$ cat config.mk
export PLATFORM = sky130hd
export DESIGN_NAME = fx2_word_source
export DESIGN_NICKNAME = d
export VERILOG_FILES = /design/src/rtl/fx2_pkg.sv /design/src/rtl/fx2_sync_fifo.sv /design/src/rtl/fx2_word_source.sv
export SDC_FILE = /design/constraint.sdc
export NUM_CORES = 1
export LEC_CHECK = 0
export BUFFER_PORTS_ARGS = -buffer_cell sky130_fd_sc_hd__buf_4
export CORE_AREA = 2 2 133 135
export DETAILED_ROUTE_END_ITERATION = 10
export DIE_AREA = 0 0 135 137
export SYNTH_ARGS = -nofsm -noshare
export SYNTH_HDL_FRONTEND = slang
export SYNTH_HIERARCHICAL = 1
export SYNTH_SLANG_ARGS = --single-unit
$ cat constraint.sdc
create_clock -name FX2_CLK -period 7.2 [get_ports FX2_CLK]
set_input_delay 1.44 -clock FX2_CLK [delete_from_list [all_inputs] [get_ports FX2_CLK]]
set_output_delay 1.44 -clock FX2_CLK [all_outputs]
set_load 0.005 [all_outputs]
$ cat src/rtl/fx2_pkg.sv
// Shared definitions for the FX2 FPGA-word source: command codes, reply
// constants and the output-register state type.
package fx2_pkg;

  localparam logic [4:0] CMD_START  = 5'd1;
  localparam logic [4:0] CMD_STOP   = 5'd2;
  localparam logic [4:0] CMD_FLUSH  = 5'd3;
  localparam logic [4:0] CMD_PING   = 5'd4;
  localparam logic [4:0] CMD_STATUS = 5'd5;
  localparam logic [4:0] CMD_OVF    = 5'd6;

  localparam logic [7:0] PING_BYTE = 8'hA5;

  typedef enum logic {
    OUT_EMPTY  = 1'b0,
    OUT_LOADED = 1'b1
  } out_state_t;

  // Saturate a fill level into the 7-bit field of the STATUS reply.
  function automatic logic [6:0] sat7(input logic [31:0] v);
    return (v > 32'd127) ? 7'd127 : v[6:0];
  endfunction

endpackage

$ cat src/rtl/fx2_sync_fifo.sv
// DEPTH x 8 synchronous FIFO with synchronous clear and fill count.
// A write while full is accepted only when a read happens in the same cycle.
module fx2_sync_fifo #(
  parameter int unsigned DEPTH = 16
) (
  input  logic                     clk,
  input  logic                     rst_n,
  input  logic                     clr,
  input  logic                     wr_en,
  input  logic [7:0]               wr_data,
  input  logic                     rd_en,
  output logic [7:0]               rd_data,
  output logic                     full,
  output logic                     empty,
  output logic [$clog2(DEPTH):0]   count
);
  localparam int unsigned AW = $clog2(DEPTH);
  localparam int unsigned CW = AW + 1;

  logic [7:0]    mem [DEPTH];
  logic [AW-1:0] wr_ptr_q, wr_ptr_d, rd_ptr_q, rd_ptr_d;
  logic [CW-1:0] count_q, count_d;
  logic          do_wr, do_rd;

  always_comb begin
    full    = (count_q == CW'(DEPTH));
    empty   = (count_q == '0);
    count   = count_q;
    rd_data = mem[rd_ptr_q];
    do_rd   = rd_en && !empty;
    do_wr   = wr_en && (!full || do_rd);
    wr_ptr_d = wr_ptr_q;
    rd_ptr_d = rd_ptr_q;
    count_d  = count_q;
    if (clr) begin
      wr_ptr_d = '0;
      rd_ptr_d = '0;
      count_d  = '0;
    end else begin
      if (do_wr) wr_ptr_d = wr_ptr_q + AW'(1);
      if (do_rd) rd_ptr_d = rd_ptr_q + AW'(1);
      if (do_wr && !do_rd) count_d = count_q + CW'(1);
      else if (do_rd && !do_wr) count_d = count_q - CW'(1);
    end
  end

  always_ff @(posedge clk or negedge rst_n) begin
    if (!rst_n) begin
      wr_ptr_q <= '0;
      rd_ptr_q <= '0;
      count_q  <= '0;
    end else begin
      wr_ptr_q <= wr_ptr_d;
      rd_ptr_q <= rd_ptr_d;
      count_q  <= count_d;
    end
  end

  always_ff @(posedge clk) begin
    if (do_wr && !clr) mem[wr_ptr_q] <= wr_data;
  end

endmodule

$ cat src/rtl/fx2_word_source.sv
// Buffers samples and offers them byte-wise to the FX2 bridge, decoding PC commands.
// Define FX2_WORD_SOURCE_OVF_EN to add the dropped-sample counter and command 6 (OVF).
module fx2_word_source
  import fx2_pkg::*;
#(
  parameter int unsigned DEPTH = 16
) (
  input  logic       FX2_CLK,
  input  logic       FX2_RST_N,
  input  logic [7:0] SAMPLE_DATA,
  input  logic       SAMPLE_STROBE,
  input  logic [7:0] PCINSTRUCTION,
  output logic [7:0] FPGA_WORD,
  output logic       FPGA_WORD_AVAILIABLE,
  input  logic       FPGA_WORD_ACCEPTED,
  output logic       STREAMING
);
  localparam int unsigned CW = $clog2(DEPTH) + 1;

  out_state_t    state_q, state_d;
  logic [7:0]    word_q, word_d, reply_q, reply_d;
  logic          reply_valid_q, reply_valid_d;
  logic          streaming_q, streaming_d;
  logic [4:0]    cmd;
  logic          cmd_flush, reply_cmd, accept, can_load, load_reply;
  logic          fifo_rd, fifo_wr, fifo_full, fifo_empty;
  logic [7:0]    reply_byte, fifo_rd_data;
  logic [CW-1:0] fifo_count;
  logic          unused_dbg;
`ifdef FX2_WORD_SOURCE_OVF_EN
  logic [7:0]    ovf_q, ovf_d;
  logic          drop;
`endif

  fx2_sync_fifo #(.DEPTH(DEPTH)) u_fifo (
    .clk     (FX2_CLK),
    .rst_n   (FX2_RST_N),
    .clr     (cmd_flush),
    .wr_en   (fifo_wr),
    .wr_data (SAMPLE_DATA),
    .rd_en   (fifo_rd),
    .rd_data (fifo_rd_data),
    .full    (fifo_full),
    .empty   (fifo_empty),
    .count   (fifo_count)
  );

  always_comb begin
    cmd        = PCINSTRUCTION[4:0];
    unused_dbg = ^PCINSTRUCTION[7:5];
    cmd_flush  = (cmd == CMD_FLUSH);
    reply_cmd  = 1'b0;
    reply_byte = '0;
    case (cmd)
      CMD_PING: begin
        reply_cmd  = 1'b1;
        reply_byte = PING_BYTE;
      end
      CMD_STATUS: begin
        reply_cmd  = 1'b1;
        reply_byte = {streaming_q, sat7(32'(fifo_count))};
      end
`ifdef FX2_WORD_SOURCE_OVF_EN
      CMD_OVF: begin
        reply_cmd  = 1'b1;
        reply_byte = ovf_q;
      end
`endif
      default: ;
    endcase
  end

  // An accept frees the register before the command applies; FLUSH suppresses the reload.
  always_comb begin
    accept     = FPGA_WORD_ACCEPTED && (state_q == OUT_LOADED);
    can_load   = ((state_q == OUT_EMPTY) || accept) && !cmd_flush;
    load_reply = can_load && reply_valid_q;
    fifo_rd    = can_load && !reply_valid_q && !fifo_empty;
    fifo_wr    = SAMPLE_STROBE && streaming_q && !cmd_flush;

    state_d = state_q;
    word_d  = word_q;
    if (cmd_flush) begin
      state_d = OUT_EMPTY;
    end else if (load_reply) begin
      state_d = OUT_LOADED;
      word_d  = reply_q;
    end else if (fifo_rd) begin
      state_d = OUT_LOADED;
      word_d  = fifo_rd_data;
    end else if (accept) begin
      state_d = OUT_EMPTY;
    end

    reply_valid_d = reply_valid_q && !load_reply;
    reply_d       = reply_q;
    if (reply_cmd && !reply_valid_q) begin
      reply_valid_d = 1'b1;
      reply_d       = reply_byte;
    end

    streaming_d = streaming_q;
    if (cmd == CMD_START) streaming_d = 1'b1;
    if (cmd == CMD_STOP)  streaming_d = 1'b0;

`ifdef FX2_WORD_SOURCE_OVF_EN
    drop  = fifo_wr && fifo_full && !fifo_rd;
    ovf_d = (cmd == CMD_OVF) ? '0 : ovf_q;
    if (drop && (ovf_d != '1)) ovf_d = ovf_d + 8'd1;
`endif
  end

  always_ff @(posedge FX2_CLK or negedge FX2_RST_N) begin
    if (!FX2_RST_N) begin
      state_q       <= OUT_EMPTY;
      word_q        <= '0;
      reply_q       <= '0;
      reply_valid_q <= 1'b0;
      streaming_q   <= 1'b0;
`ifdef FX2_WORD_SOURCE_OVF_EN
      ovf_q         <= '0;
`endif
    end else begin
      state_q       <= state_d;
      word_q        <= word_d;
      reply_q       <= reply_d;
      reply_valid_q <= reply_valid_d;
      streaming_q   <= streaming_d;
`ifdef FX2_WORD_SOURCE_OVF_EN
      ovf_q         <= ovf_d;
`endif
    end
  end

  always_comb begin
    FPGA_WORD            = word_q;
    FPGA_WORD_AVAILIABLE = (state_q == OUT_LOADED);
    STREAMING            = streaming_q;
  end

endmodule

==> summary.md, run 1 <==
| Metric | Value |
|---|---|
| Post-CTS Hold Fix Bufs | `0` |
| Core area | `0.01706 mm2` |
| Layout Nets | `about 480` |
| Worst slew pin tran | `around 1.2 ns` |
| Clock skew | `approximately 0.0096 ns` |
| Status | `finished, final reports clean` |
| Wirelength, routed | `12650 um` |
| CP endpoint kind | `flop` |
| DP Area | `0.007169 mm2` |
| Reg2Reg Depth | `12` |
| Peak VDD IR | `0.0001837 V` |
| Cell Rows | `48` |
| Hold Slack | `0.5019 ns` |
| YS warnings | `6` |
| Die W | `135 um` |
| Antenna Cells | `0` |
| Vias | `3623` |
| Setup crit start kind | `input pin` |
| Mapped cell area | `roughly 0.0067 mm2` |
| Crit path max fanout | `6` |
| CP startpoint | `PCINSTRUCTION[3]` |
| Required time of the worst setup path | `between 7 and 8 ns` |
| DRC | `0` |
| Starting DRT DRC Count | `284` |
| First-pass GRT wire length | `20260 um` |
| Routed Antenna Nets | `0` |
| Initial antenna violation count | `0` |
| Critical path endpoint | `u_fifo/count[4]` |
| HP Class | `reg2reg` |
| RSZ-0062 raised after global routing | `false` |
| R2r endpoint | `u_fifo/count[4]` |
| Max Cap Viol | `0` |
| Final setup viols | `0` |
| CP arrival | `about 4.6 ns` |
| Port Buf Inserts | `26` |
| Slew Viols, Final | `0` |
| Slew headroom | `between 10% and 20%` |
| Final core utilization | `45.12%` |
| Worst r2r src | `u_fifo/count[1]` |
| Post-Layout Cell Count | `679` |
| Design area | `0.007696 mm2` |
| Setup TNS | `0 ns` |
| FF+latch area | `0.004621 mm2` |
| Fin crit period | `~4.3 ns` |
| Placed insts | `650` |
| CTS tree | `yes` |
| # Post-CTS Setup Buffers | `0` |
| CTS Buf Count | `17` |
| Worst-path clk slew | `0.06 ns` |
| Syn_area_per_cell | `16.30 um2` |
| Number of gates resized after CTS | `0` |
| Synth-to-Final Area Change | `14.08%` |
| Clock latency on the worst-skew pair | `0.42 ns` |
| Multi-input combinational cell area | `0.001986 mm2` |
| Final period utilization | `59.50%` |
| FF-to-FF setup slack | `3.56 ns` |
| RePlAce Congestion | `roughly 0.76` |
| Vias in the first global route | `3638` |
| Cells after synthesis | `about 410` |
| Sink Count | `159` |
| Die height | `around 140 um` |
| Dpl hpwl | `between 8000 and 9000 um` |
| Critical path class | `in2reg` |
| Largest net degree at the start of global routing | `52` |
| Pwr per Cell Area | `between 300 and 400 mW/mm2` |
| Mapped Nets | `roughly 450` |
| DIE AREA | `between 0.015 and 0.02 mm2` |
| Max Buffers Root-to-Sink | `2` |
| Total track usage | `14.98%` |
| Boundary Pins | `30` |
| Wire length per cell | `between 15 and 20 um` |
| Filler instances | `1505` |
| Fin. Hold Viols | `0` |
| Initial core utilization | `between 30 and 40%` |
| Drt pass-1 iters | `5` |
| Vias per std cell | `5.336` |
| Grt total ovfl | `0` |
| Clock Root Buffer | `clkbuf_16` |
| Leak | `2.746 nW` |
| F_max | `233.4 MHz` |
| H-tree depth | `4` |
| Layout cell share with drive strength beyond 1 | `22.69%` |
## critical path, cell delays in order
cell and delay (ns):
buf_4 0.14, or4b_1 0.58, o21ai_2 0.20, nor3_1 0.18, o31ai_4 0.41, inv_1 0.08, ha_1 0.20, inv_1 0.18
ha_1 0.28, a21o_1 0.16, a21oi_1 0.18, mux2i_1 0.22, mux2_2 0.35
## cells in the final DEF (no fill, tap or decap), types with 2 or more instances in the layout
cell	n
clkinv_4	3
mux2i_1	39
dfrtp_1	30
nor2b_1	4
edfxtp_1	128
a22oi_1	8
mux4_2	16
nand2_1	20
o21ai_0	10
xnor2_1	3
a21oi_1	4
clkinvlp_4	2
o21ai_2	2
a221oi_1	16
buf_4	32
mux2_2	19
and2_1	2
clkbuf_16	17
a21o_1	3
inv_1	10
clkinv_2	2
nor3_1	6
clkinv_1	2
xor2_1	4
clkbuf_1	2
nor2_1	30
nand2b_1	7
ha_1	10
## routing by layer
metal,GRT usage (%),wire (um)
met1,20.72,5819
met2,22.87,6016
met3,4.148,648
met4,5.324,168
met5,0,0
## registers in the layout, indices dropped and copies added, names as in the netlist
register	cells
u_fifo/wr_ptr_q	4
reply_q	7
u_fifo/mem	128
FPGA_WORD	8
u_fifo/rd_ptr_q	4
STREAMING	1
reply_valid_q	1
u_fifo/count	5
FPGA_WORD_AVAILIABLE	1
## power breakdown
| group | switching, mW | total [mW] | internal, mW |
|---|---|---|---|
| clock network | 0.338 | 0.807 | 0.468 |
| logic | 0.485 | 0.918 | 0.432 |
| registers | 0.127 | 1.26 | 1.14 |
## worst min path at each step
stage | from | end | slack [ns] | depth (start not counted)
4_1_cts | reply_q[5] | reply_q[5] | 0.51 | 1
3_5_place_dp | reply_q[2] | reply_q[2] | 0.49 | 1
5_1_grt | reply_q[5] | reply_q[5] | 0.53 | 1
2_1_floorplan | reply_q[0] | reply_q[0] | 0.47 | 1
3_3_place_gp | reply_q[5] | reply_q[5] | 0.49 | 1
6_report | reply_q[5] | reply_q[5] | 0.50 | 1
## final cells by class
class	count	area share, %
clock buffer	19	5.625
clock inverter	10	1.219
inverter	11	0.5365
multi-input combinational	223	25.80
sequential	159	60.04
tap	225	3.658
timing repair buffer	32	3.121
## stage by stage
stage	total power [mW]	setup WS, ns
3_3_place_gp	2.178	2.512
3_5_place_dp	2.200	2.438
5_1_grt	3.161	2.710
2_1_floorplan	1.927	2.913
6_report	2.987	2.916
4_1_cts	3.012	2.907
(Power assumes the default switching activity.)
==> run 2: changes to the inputs <==
--- a/config.mk
+++ b/config.mk
@@ -5,10 +5,11 @@
 export SDC_FILE = /design/constraint.sdc
 export NUM_CORES = 1
 export LEC_CHECK = 0
+export ABC_AREA = 1
 export BUFFER_PORTS_ARGS = -buffer_cell sky130_fd_sc_hd__buf_4
-export CORE_AREA = 2 2 133 135
+export CORE_AREA = 2 2 138 140
 export DETAILED_ROUTE_END_ITERATION = 10
-export DIE_AREA = 0 0 135 137
+export DIE_AREA = 0 0 140 142
 export SYNTH_ARGS = -nofsm -noshare
 export SYNTH_HDL_FRONTEND = slang
 export SYNTH_HIERARCHICAL = 1
==> constraint.sdc (replaced) <==
create_clock -name FX2_CLK -period 3.6 [get_ports FX2_CLK]
set_input_delay 0.72 -clock FX2_CLK [delete_from_list [all_inputs] [get_ports FX2_CLK]]
set_output_delay 0.72 -clock FX2_CLK [all_outputs]
set_load 0.005 [all_outputs]
==> summary.md, run 2 <==
| Metric | Value |
|---|---|
| Antenna Cells | `0` |
| Fin. Hold Viols | `0` |
| FF+latch area | `0.004621 mm2` |
| Total track usage | `between 10% and 20%` |
| CP arrival | `~3 ns` |
| Status | `finished, final reports clean` |
| Crit path max fanout | `6` |
| Worst slack at placement | `about 0.74 ns` |
| Setup crit start kind | `flop` |
| Final period utilization | `75.57%` |
| Die W | `140 um` |
| Layout cell share with drive strength beyond 1 | `12.76%` |
| Design area | `between 0.008 and 0.009 mm2` |
| DRC | `0` |
| Port Buf Inserts | `26` |
| Synth-to-Final Area Change | `12.75%` |
| F_max | `367.6 MHz` |
| Boundary Pins | `30` |
| Wire length per cell | `around 15 um` |
| Cells after synthesis | `719` |
| Final setup viols | `0` |
| Starting DRT DRC Count | `329` |
| DIE AREA | `0.01988 mm2` |
| Core area | `0.01846 mm2` |
| CP endpoint kind | `flop` |
| DP Area | `0.007619 mm2` |
| Top reg by flops | `u_fifo/mem` |
| Grt total ovfl | `0` |
| Leak | `3.367 nW` |
| Worst r2r src | `u_fifo/count[0]` |
| Required time of the worst setup path | `3.89 ns` |
| CTS Buf Count | `17` |
| Fin crit period | `2.721 ns` |
| Sink Count | `159` |
| Final WS setup | `between 0.8 and 0.9 ns` |
| Drt pass-1 iters | `7` |
| H-tree depth | `4` |
| Clock skew | `0.009667 ns` |
| Worst-path clk slew | `around 0.06 ns` |
| Dpl hpwl | `9525 um` |
| Setup TNS | `0 ns` |
| Peak VDD IR | `0.0003421 V` |
| # Post-CTS Setup Buffers | `0` |
| Layout Nets | `779` |
| Commonest cells after routing, fill and taps aside | `nand2_1, edfxtp_1, nor2_1` |
| Multi-input combinational cell area | `0.002201 mm2` |
| RSZ-0062 raised after global routing | `false` |
| Vias per std cell | `4.768` |
| Slew headroom | `between 40% and 50%` |
| Slew Viols, Final | `0` |
| Mapped Nets | `750` |
| YS warnings | `6` |
| HP Class | `in2async` |
| Number of gates resized after CTS | `0` |
| FF-to-FF setup slack | `0.88 ns` |
| Max Cap Viol | `0` |
| Initial core utilization | `between 30% and 40%` |
| Clock Root Buffer | `clkbuf_16` |
| Commonest non-fill, non-tap cell in the layout | `nand2_1` |
| Pwr per Cell Area | `736.8 mW/mm2` |
| Mapped cell area | `0.007252 mm2` |
| Worst slew pin tran | `between 0.7 and 0.8 ns` |
| Final core utilization | `44.31%` |
| Final Total Pwr | `~6.0 mW` |
| CTS tree | `yes` |
| Vias in the first global route | `4558` |
| Wirelength, routed | `between 15000 and 20000 um` |
| Post-CTS Hold Fix Bufs | `0` |
| Initial antenna violation count | `0` |
| Largest net degree at the start of global routing | `64` |
| Filler instances | `between 1500 and 2000` |
| Max Buffers Root-to-Sink | `2` |
| First-pass GRT wire length | `between 20000 and 25000 um` |
| Clock latency on the worst-skew pair | `0.42 ns` |
| RePlAce Congestion | `0.7997` |
| Reg2Reg Depth | `17` |
| Largest register FFs | `128` |
| Cell Rows | `50` |
| Syn_area_per_cell | `between 10 and 15 um2` |
| Vias | `4739` |
| Routed Antenna Nets | `0` |
| R2r endpoint | `u_fifo/count[4]` |
| Die height | `142 um` |
| Critical path class | `reg2reg` |
-- run 2: final cells by class --
cell class / count / area share [%]
Clock buffer: 17 / 5.203
Clock inverter: 14 / 1.622
Inverter: 58 / 2.770
Multi-Input combinational cell: 475 / 26.92
Sequential cell: 159 / 56.51
Tap cell: 234 / 3.581
Timing Repair Buffer: 37 / 3.397
-- run 2: worst max-delay path, cell delays in order, from the launching register on --
cell and delay (ns):
dfrtp_1 0.47, nor2_2 0.19, nand3_1 0.11, inv_1 0.09, nor2_1 0.06, nand3_2 0.12
inv_1 0.08, inv_1 0.09, nand4_4 0.15, nand2_4 0.13, inv_4 0.04, ha_1 0.19
inv_1 0.17, ha_1 0.30, a21oi_1 0.19, nand3_1 0.09, nand2_1 0.06, o21ai_0 0.07
-- run 2: how the worst max path moves through the flow --
| stage | from | end | slack [ns] | cells past startpoint |
|---|---|---|---|---|
| final | u_fifo/count[0] | u_fifo/count[4] | 0.88 | 17 |
| after floorplan | FPGA_WORD_ACCEPTED | u_fifo/count[4] | 0.98 | 16 |
| after detailed placement | PCINSTRUCTION[3] | u_fifo/count[4] | 0.74 | 16 |
| after CTS | u_fifo/count[0] | u_fifo/count[4] | 0.89 | 17 |
| after global routing | u_fifo/count[1] | u_fifo/count[4] | 0.59 | 17 |
| after global placement | PCINSTRUCTION[3] | u_fifo/count[4] | 0.74 | 16 |
-- run 2: power breakdown --
group	leakage [nW]	internal, mW	switching, mW	total, mW
clock	0.269	0.959	0.736	1.69
combinational	1.57	0.653	1.31	1.96
sequential	1.53	2.19	0.178	2.37
-- run 2: per-layer routing --
layer  up-vias  GRT usage [%]  wire length (um)
li1       2437              -                 -
met1      2218          21.68              7013
met2        77          27.12              7495
met3         7          3.432               572
met4         0          5.423               120
met5         -              0                 0
-- run 2: through the flow --
step,std cells,hold WS (ns)
finish,994,0.2270
global route,994,0.2441
CTS,994,0.2254
detailed placement,963,0.4661
global placement,963,0.4628
floorplan,719,0.4244
==> run 3: changes to the inputs <==
==> constraint.sdc (replaced) <==
create_clock -name FX2_CLK -period 2.8 [get_ports FX2_CLK]
set_input_delay 0.56 -clock FX2_CLK [delete_from_list [all_inputs] [get_ports FX2_CLK]]
set_output_delay 0.56 -clock FX2_CLK [all_outputs]
set_load 0.005 [all_outputs]
==> summary.md, run 3 (same netlist as run 2, synthesis figures left out) <==
| Metric | Value |
|---|---|
| FF+latch area | `0.004621 mm2` |
| Clock latency on the worst-skew pair | `approximately 0.42 ns` |
| Hold Slack | `a little over 0.06 ns` |
| Fin. Hold Viols | `0` |
| Layout Nets | `794` |
| Setup TNS | `0 ns` |
| Top reg by flops | `u_fifo/mem` |
| Slew Viols, Final | `0` |
| DRC | `3` |
| Total track usage | `about 17%` |
| Largest net degree at the start of global routing | `71` |
| Delay-heaviest family, CP | `simple AND/OR/NAND/NOR gates` |
| Fin crit period | `2.480 ns` |
| RSZ-0062 raised after global routing | `false` |
| Crit path max fanout | `6` |
| Setup crit start kind | `flop` |
| RePlAce Congestion | `0.8098` |
| Wire length per cell | `15.90 um` |
| Vias | `4941` |
| Pwr per Cell Area | `973.7 mW/mm2` |
| Wirelength, routed | `16060 um` |
| Commonest cells after routing, fill and taps aside | `nand2_1, edfxtp_1, nor2_1` |
| Dpl hpwl | `9928 um` |
| Critical path class | `reg2reg` |
| WP buf/inv | `6` |
| F_max | `slightly above 400 MHz` |
| HP Class | `in2async` |
| Max Cap Viol | `0` |
| CP Cell Sequence | `inv_1 > nand3_1 > inv_1 > nor2_1 > nand3_2 > inv_1 > inv_1 > nand4_4 > nand2_4 > inv_4 > ha_1 > inv_2 > fa_1 > nand3_1 > nand3_1 > nand2_1 > o21ai_0` |
| CP endpoint kind | `flop` |
| FF-to-FF setup slack | `between 0.3 and 0.4 ns` |
| CTS tree | `yes` |
| Port Buf Inserts | `26` |
| Failing checks | `design-rule violations` |
| Largest register FFs | `about 130` |
| Required time of the worst setup path | `3.10 ns` |
| R2r endpoint | `u_fifo/count[4]` |
| Most used cell, CP | `inv_1` |
| Filler instances | `1722` |
| Status | `complete, but fails checks` |
| Boundary Pins | `30` |
| Reg2Reg Depth | `17` |
| Final period utilization | `88.56%` |
| Commonest non-fill, non-tap cell in the layout | `nand2_1` |
| Final setup viols | `0` |
| Final core utilization | `45.40%` |
| Leak | `roughly 3.5 nW` |
| CTS Buf Count | `17` |
| Slew headroom | `between 60% and 70%` |
| Worst-path clk slew | `0.06 ns` |
| # Post-CTS Setup Buffers | `0` |
| Drt pass-1 iters | `8` |
| Vias in the first global route | `approximately 4800` |
| Sink Count | `around 160` |
| Initial core utilization | `39.29%` |
| Worst slew pin tran | `0.5586 ns` |
| Routed Antenna Nets | `0` |
| Worst r2r src | `u_fifo/count[4]` |
| Die W | `140 um` |
| Grt total ovfl | `0` |
| Antenna Cells | `0` |
| Synth-to-Final Area Change | `15.55%` |
| Starting DRT DRC Count | `about 330` |
| Slowest CP cell | `dfrtp_1` |
| Peak VDD IR | `~0.00047 V` |
| Multi-input combinational cell area | `0.002205 mm2` |
| First-pass GRT wire length | `26000 um` |
| Vias per std cell | `4.892` |
| Cell Rows | `50` |
| Clock Root Buffer | `clkbuf_16` |
| Initial antenna violation count | `0` |
| DIE AREA | `a little under 0.02 mm2` |
| Max Buffers Root-to-Sink | `2` |
| H-tree depth | `4` |
| CP peak stage delay | `0.45 ns` |
| Layout cell share with drive strength beyond 1 | `14.82%` |
| CP arrival | `2.78 ns` |
| Core area | `0.01846 mm2` |
| Die height | `142 um` |
| Clock skew | `around 0.010 ns` |
run 3: per-stage QoR:
step	total power [mW]	area (um2)	std cells	setup slack (ns)
finish	8.159	8379	1010	0.3204
global route	8.746	8379	1010	0.05133
CTS	8.241	8376	1010	0.2104
detailed placement	5.765	7744	978	0.08343
global placement	5.733	7744	978	0.1276
floorplan	4.958	7252	719	0.3417
run 3: worst max path at each step:
stage / start / end / depth (start not counted)
after floorplan: FPGA_WORD_ACCEPTED / u_fifo/count[4] / 16
after global placement: PCINSTRUCTION[3] / u_fifo/count[4] / 16
after detailed placement: PCINSTRUCTION[3] / u_fifo/count[4] / 16
after CTS: u_fifo/count[1] / u_fifo/count[4] / 17
after global routing: u_fifo/count[1] / u_fifo/count[4] / 17
final: u_fifo/count[4] / u_fifo/count[4] / 17
run 3: power by group:
part           total, mW  switching, mW  internal [mW]  leakage (nW)
logic               2.69           1.78          0.917          1.65
registers           3.00          0.190           2.81          1.53
clock network       2.46          0.952           1.51         0.303
run 3: final cells by class:
type / instances / share of cell area (%)
clock buffers: 18 / 5.122
clock inverters: 14 / 2.419
inverters: 58 / 2.703
repair buffers: 52 / 4.808
well taps: 234 / 3.494
flip-flops and latches: 159 / 55.14
multi-input cells: 475 / 26.31
run 3: worst register-to-register path, stage by stage, from the launching register on:
cell and delay [ns]:
dfrtp_1 0.45, inv_1 0.08, nand3_1 0.11, inv_1 0.06
nor2_1 0.11, nand3_2 0.09, inv_1 0.10, inv_1 0.08
nand4_4 0.13, nand2_4 0.09, inv_4 0.07, ha_1 0.17
inv_2 0.08, fa_1 0.41, nand3_1 0.13, nand3_1 0.09
nand2_1 0.06, o21ai_0 0.06
run 3: routing by layer:
layer	GRT usage (%)	part of all wire, %	up-vias
met5	0	0	-
met4	4.732	1.0	0
met3	4.038	3.9	11
met2	29.09	50	77
met1	22.75	45	2392
li1	-	-	2461
run 3: what timing repair did:
action	4_1_cts	5_1_grt
hold buffers	0	0
setup endpoints to repair	0	1
gates resized for setup	0	2
